## src/rtl/fifo_dual_arb.sv

```systemverilog
// Round-robin arbiter that packs up to two requester words per cycle into a dual-enqueue output stage.
// Optional per-requester saturating grant counters are enabled by defining FIFO_DUAL_ARB_CNT_EN.
module fifo_dual_arb #(
  parameter int NREQ   = 4,
  parameter int DWIDTH = 32
) (
  input  logic                     clk,
  input  logic                     rst,
  input  logic                     arb_en,
  input  logic [NREQ-1:0]          req_valid,
  input  logic [NREQ*DWIDTH-1:0]   req_data,
  output logic [NREQ-1:0]          req_ready,
  input  logic                     fifo_in_valid,
  output logic                     inA_enque_en,
  output logic                     inB_enque_en,
  output logic [DWIDTH-1:0]        inA_data,
  output logic [DWIDTH-1:0]        inB_data,
  output logic                     stage_busy
`ifdef FIFO_DUAL_ARB_CNT_EN
  ,
  output logic [NREQ*16-1:0]       grant_cnt
`endif
);

  localparam int PTR_W = $clog2(NREQ);

  function automatic logic [PTR_W-1:0] wrap_idx(input int v);
    return PTR_W'(v % NREQ);
  endfunction

  logic              a_valid_q, a_valid_d;
  logic              b_valid_q, b_valid_d;
  logic [DWIDTH-1:0] a_data_q, a_data_d;
  logic [DWIDTH-1:0] b_data_q, b_data_d;
  logic [PTR_W-1:0]  rr_ptr_q, rr_ptr_d;

  logic              accept;
  logic              load_ok;
  logic              first_found, second_found;
  logic [PTR_W-1:0]  first_idx, second_idx;
  logic [PTR_W-1:0]  cand;
  logic [NREQ-1:0]   grant_vec;

  // Scan from rr_ptr upward; the first two valid requesters become slots A and B.
  always_comb begin
    first_found  = 1'b0;
    second_found = 1'b0;
    first_idx    = '0;
    second_idx   = '0;
    cand         = '0;
    for (int k = 0; k < NREQ; k++) begin
      cand = wrap_idx(int'(rr_ptr_q) + k);
      if (req_valid[cand]) begin
        if (!first_found) begin
          first_found = 1'b1;
          first_idx   = cand;
        end else if (!second_found) begin
          second_found = 1'b1;
          second_idx   = cand;
        end
      end
    end
  end

  // NOTE: every signal assigned in this block gets a default first, so no path leaves a latch.
  always_comb begin
    accept    = a_valid_q & fifo_in_valid;
    load_ok   = arb_en & (~a_valid_q | fifo_in_valid) & ~rst;
    a_valid_d = a_valid_q;
    b_valid_d = b_valid_q;
    a_data_d  = a_data_q;
    b_data_d  = b_data_q;
    rr_ptr_d  = rr_ptr_q;
    grant_vec = '0;

    if (accept) begin
      a_valid_d = 1'b0;
      b_valid_d = 1'b0;
    end

    if (load_ok) begin
      a_valid_d = first_found;
      b_valid_d = first_found & second_found;
      if (first_found) begin
        a_data_d             = req_data[int'(first_idx)*DWIDTH +: DWIDTH];
        grant_vec[first_idx] = 1'b1;
        rr_ptr_d             = wrap_idx(int'(first_idx) + 1);
      end
      if (first_found && second_found) begin
        b_data_d              = req_data[int'(second_idx)*DWIDTH +: DWIDTH];
        grant_vec[second_idx] = 1'b1;
        rr_ptr_d              = wrap_idx(int'(second_idx) + 1);
      end
    end
  end

  // NOTE: state registers use non-blocking assignments so every flop samples pre-edge values.
  always_ff @(posedge clk) begin
    if (rst) begin
      a_valid_q <= 1'b0;
      b_valid_q <= 1'b0;
      a_data_q  <= '0;
      b_data_q  <= '0;
      rr_ptr_q  <= '0;
    end else begin
      a_valid_q <= a_valid_d;
      b_valid_q <= b_valid_d;
      a_data_q  <= a_data_d;
      b_data_q  <= b_data_d;
      rr_ptr_q  <= rr_ptr_d;
    end
  end

  // Outputs are masked by rst so they read 0 even before the first reset edge.
  assign req_ready    = grant_vec;
  assign inA_enque_en = a_valid_q & ~rst;
  assign inB_enque_en = b_valid_q & ~rst;
  assign inA_data     = a_data_q;
  assign inB_data     = b_data_q;
  assign stage_busy   = a_valid_q & ~rst;

`ifdef FIFO_DUAL_ARB_CNT_EN
  logic [15:0] cnt_q [NREQ];
  logic [15:0] cnt_d [NREQ];

  always_comb begin
    for (int i = 0; i < NREQ; i++) begin
      cnt_d[i] = cnt_q[i];
      if (grant_vec[i] && cnt_q[i] != 16'hFFFF) cnt_d[i] = cnt_q[i] + 16'd1;
    end
  end

  // NOTE: the counter array is small and architecturally visible, so it is cleared on reset.
  always_ff @(posedge clk) begin
    if (rst) begin
      for (int i = 0; i < NREQ; i++) cnt_q[i] <= '0;
    end else begin
      for (int i = 0; i < NREQ; i++) cnt_q[i] <= cnt_d[i];
    end
  end

  always_comb begin
    grant_cnt = '0;
    for (int i = 0; i < NREQ; i++) grant_cnt[i*16 +: 16] = cnt_q[i];
  end
`endif

endmodule

```

## config.mk

```make
export PLATFORM = sky130hd
export DESIGN_NAME = fifo_dual_arb
export DESIGN_NICKNAME = d
export VERILOG_FILES = /design/src/rtl/fifo_dual_arb.sv
export SDC_FILE = /design/constraint.sdc
export NUM_CORES = 1
export LEC_CHECK = 0
export CAP_MARGIN = 0
export CORE_MARGIN = 3
export CORE_UTILIZATION = 44
export DETAILED_ROUTE_END_ITERATION = 10
export GPL_ROUTABILITY_DRIVEN = 0
export MAX_ROUTING_LAYER = met4
export PLACE_DENSITY = 0.8
export SLEW_MARGIN = 20
export SYNTH_ARGS = -nofsm -noshare
export SYNTH_HDL_FRONTEND = slang
export SYNTH_SLANG_ARGS = --single-unit
```

## constraint.sdc

```tcl
create_clock -name clk -period 3.66 [get_ports clk]
set_input_delay 0.366 -clock clk [delete_from_list [all_inputs] [get_ports clk]]
set_output_delay 0.366 -clock clk [all_outputs]
set_load 0.02 [all_outputs]
```

==> flow_metrics.tcl, run 1 <==
set metrics [dict create \
    via_per_inst 5.960 \
    core_sq_um 10600 \
    drc 0 \
    synth_cells 546 \
    layout_commonest_cell "clkdlybuf4s50_1" \
    htree_levels 3 \
    synth_area_sq_um 4915 \
    cp_max_fo 5 \
    grt_usage_pct 26.68 \
    fin_tns_setup_ps 0 \
    status "finished, final reports clean" \
    initial_core_util_pct 46.36 \
    fin_skew_ps 5.841 \
    routed_wl_um 16710 \
    synthToLayoutAreaGrowth_pct 48.12 \
    wl_per_cell_um 19.27 \
    syn_nets 684 \
    yosysTopAreaCellShare_pct 27.70 \
    final_util_pct 68.67 \
    worstPathRequired_ps 3290 \
    async_reset_ff_share_pct 0 \
    timing.final.crit_share_pct 89.76 \
    synthDistinctLibCells 55 \
    whs_ps 479.6 \
    synth-edff-count 0 \
    ir_drop_uv 240.9 \
    cp-end-kind "output port" \
    path_class "input port to output port" \
    synthTopCellsByArea "dfxtp_1 (28%), mux2i_1 (20%), o21ai_0 (7.3%), mux2_2 (7.3%), a222oi_1 (6.5%)" \
    num_rows 37 \
    clockBufferDepth 2 \
    r2r_setup_slack_ps 600 \
    ios 207 \
    fmax_mhz 304.4 \
    grt_pass1_wl_um 26590 \
    fin_cells 867 \
    num-fill-cells 856 \
    dieArea_sq_um 12470 \
    final_max_slew_viol_count 0 \
    synth_seq_cells 68 \
    ys_seq_area_share_pct 27.70 \
    synth-main-ff-cell "dfxtp_1" \
    die_h_um 111.7 \
    drtIter0Drc 401 \
    antenna_left 0 \
    yosys.area.top_type "dfxtp_1" \
    portBuffers 206 \
    drive_gt1_share_pct 11.08 \
    dpl.hpwl_um 11680 \
    p_leak_uw 0.003020 \
    slew_headroom_pct 57.95 \
    worstMarginPinSlew_ps 630.8 \
    nNetsFinal 864 \
    maxCapViolations 0 \
    hold_path_depth 2 \
    worstRegToRegCells 10 \
    cts_buffers 9 \
    dieWidth_um 111.7 \
    hp-class "flip-flop to flip-flop" \
    via_count 5167 \
    insertion_delay_ps 340 \
    mostFrequentLayoutCells "clkdlybuf4s50_1 (200), mux2i_1 (98), o21ai_0 (72), dfxtp_1 (68), nand2_1 (39)" \
    gr-total-overflow 0 \
    cts_setup_buffers 0 \
    critPathArrivalTime_ps 2920 \
    grt_antenna_before_repair 0 \
    power_density_nw_per_um2 461.0 \
    dp.cells 851 \
    cts-root-buf "clkbuf_8" \
    cts_tree "yes" \
    worstSetupStartpointType "input port" \
    grt_max_degree 69 \
    avgSynthCellArea_sq_um 9.001 \
    cts_sinks 68 \
    grt_pass1_vias 5283 \
    rsz0062_at_grt "false" \
    antenna_cells 0 \
    setup_viol 0 \
    totalPowerFinal_uw 3356 \
    period_needed_ps 3285 \
    clk_pin_slew_worst_paths_ps 80 \
    yosys_warnings 0 \
    ctsHoldBuffers 0 \
    hold_viol_final 0 \
    drtPass1Iterations 6 \
]
-- worst max-delay path: stages --
cell	delay [ps]
clkdlybuf4s50_1	480
and2b_1	200
or3_1	310
o21ai_0	140
ha_1	290
mux2i_1	140
a31oi_1	90
a221oi_4	390
nand3_1	110
o31ai_1	90
dlymetal6s2s_1	300
-- area by class of cell --
type / instances / area, sq um / share of cell area, %
clock buffers: 13 / 158.9 / 2.183
clock inverters: 3 / 45.04 / 0.6188
inverters: 6 / 22.52 / 0.3094
multi-input cells: 415 / 3277 / 45.02
flip-flops and latches: 68 / 1361 / 18.70
well taps: 136 / 170.2 / 2.338
repair buffers: 226 / 2245 / 30.84
-- path summary, 6_finish.rpt --
path                             startpoint                         to
setup / recovery               req_valid[3]               req_ready[0]
hold / removal    inB_data[16]$_SDFFE_PP0P_  inB_data[16]$_SDFFE_PP0P_
setup reg to reg   rr_ptr_q[1]$_SDFFE_PP0P_  inA_data[25]$_SDFFE_PP0P_
hold reg to reg   inB_data[16]$_SDFFE_PP0P_  inB_data[16]$_SDFFE_PP0P_
-- layer usage --
metal	global-route usage, %	vias up	part of all wire, %
met3	6.739	31	8.9
met1	30.73	2466	39
li1	-	2419	-
met4	9.002	0	2.2
met5	-	-	0
met2	45.20	251	50
-- stage by stage --
| stage | worst slack [ps] | area (sq um) |
|---|---|---|
| 4_1_cts | 68.88 | 7267 |
| 5_1_grt | 204.6 | 7279 |
| 3_5_place_dp | 68.22 | 7063 |
| 6_report | 374.8 | 7279 |
| 3_3_place_gp | 151.9 | 7063 |
| 2_1_floorplan | 639.2 | 4915 |
-- cell usage after synthesis, drive strengths merged (3+ instances only) --
cell type	instances
nand2	39
nand3b	33
nor2	10
a222oi	32
o21ai	75
a21oi	7
nand2b	33
inv	5
dfxtp	68
mux2i	98
nor2b	4
mux2	32
o31ai	4
buf	27
nor3b	3
clkbuf	30
a21boi	4
-- sequential cells by signal, summed over array words and instances, names as in the netlist --
register and flops:
rr_ptr_q 2, b_valid_q 1, inA_data 32, a_valid_q 1, inB_data 32
-- report_power, final --
part	internal (uW)	total (uW)	switching (uW)	leakage [uW]
registers	868	940	72.5	0.000564
logic	844	1760	920	0.00236
clock network	353	652	299	0.0000959
total	2060	3360	1290	0.00302
-- cell families after synthesis --
group / after synthesis / synth area share (%)
AO/OA/AOI/OAI: 141 / 19.60
XOR/XNOR: 2 / 0.3565
adder cells (fa/ha/maj): 3 / 0.7128
buffers and inverters: 63 / 7.332
flip-flops: 68 / 27.70
multiplexers: 132 / 28.21
AND/OR/NAND/NOR: 137 / 16.09
-- repair_timing --
item                       4_1_cts  5_1_grt
setup endpoints to repair        0        4
gates resized for setup          0        5
hold endpoints to repair         0        0
No activity file was read; power rests on OpenSTA's default activity.
==> run 2: changes to the inputs <==
Settings changed: SKIP_CTS_REPAIR_TIMING set to 1.
==> results of run 2 <==
The final DEF is identical to that of run 1; final timing and power are the same.
==> run 3: changes to the inputs <==
Settings changed: CAP_MARGIN 0 to 20.
==> results of run 3 <==
The final DEF is identical to that of run 1; final timing and power are the same.
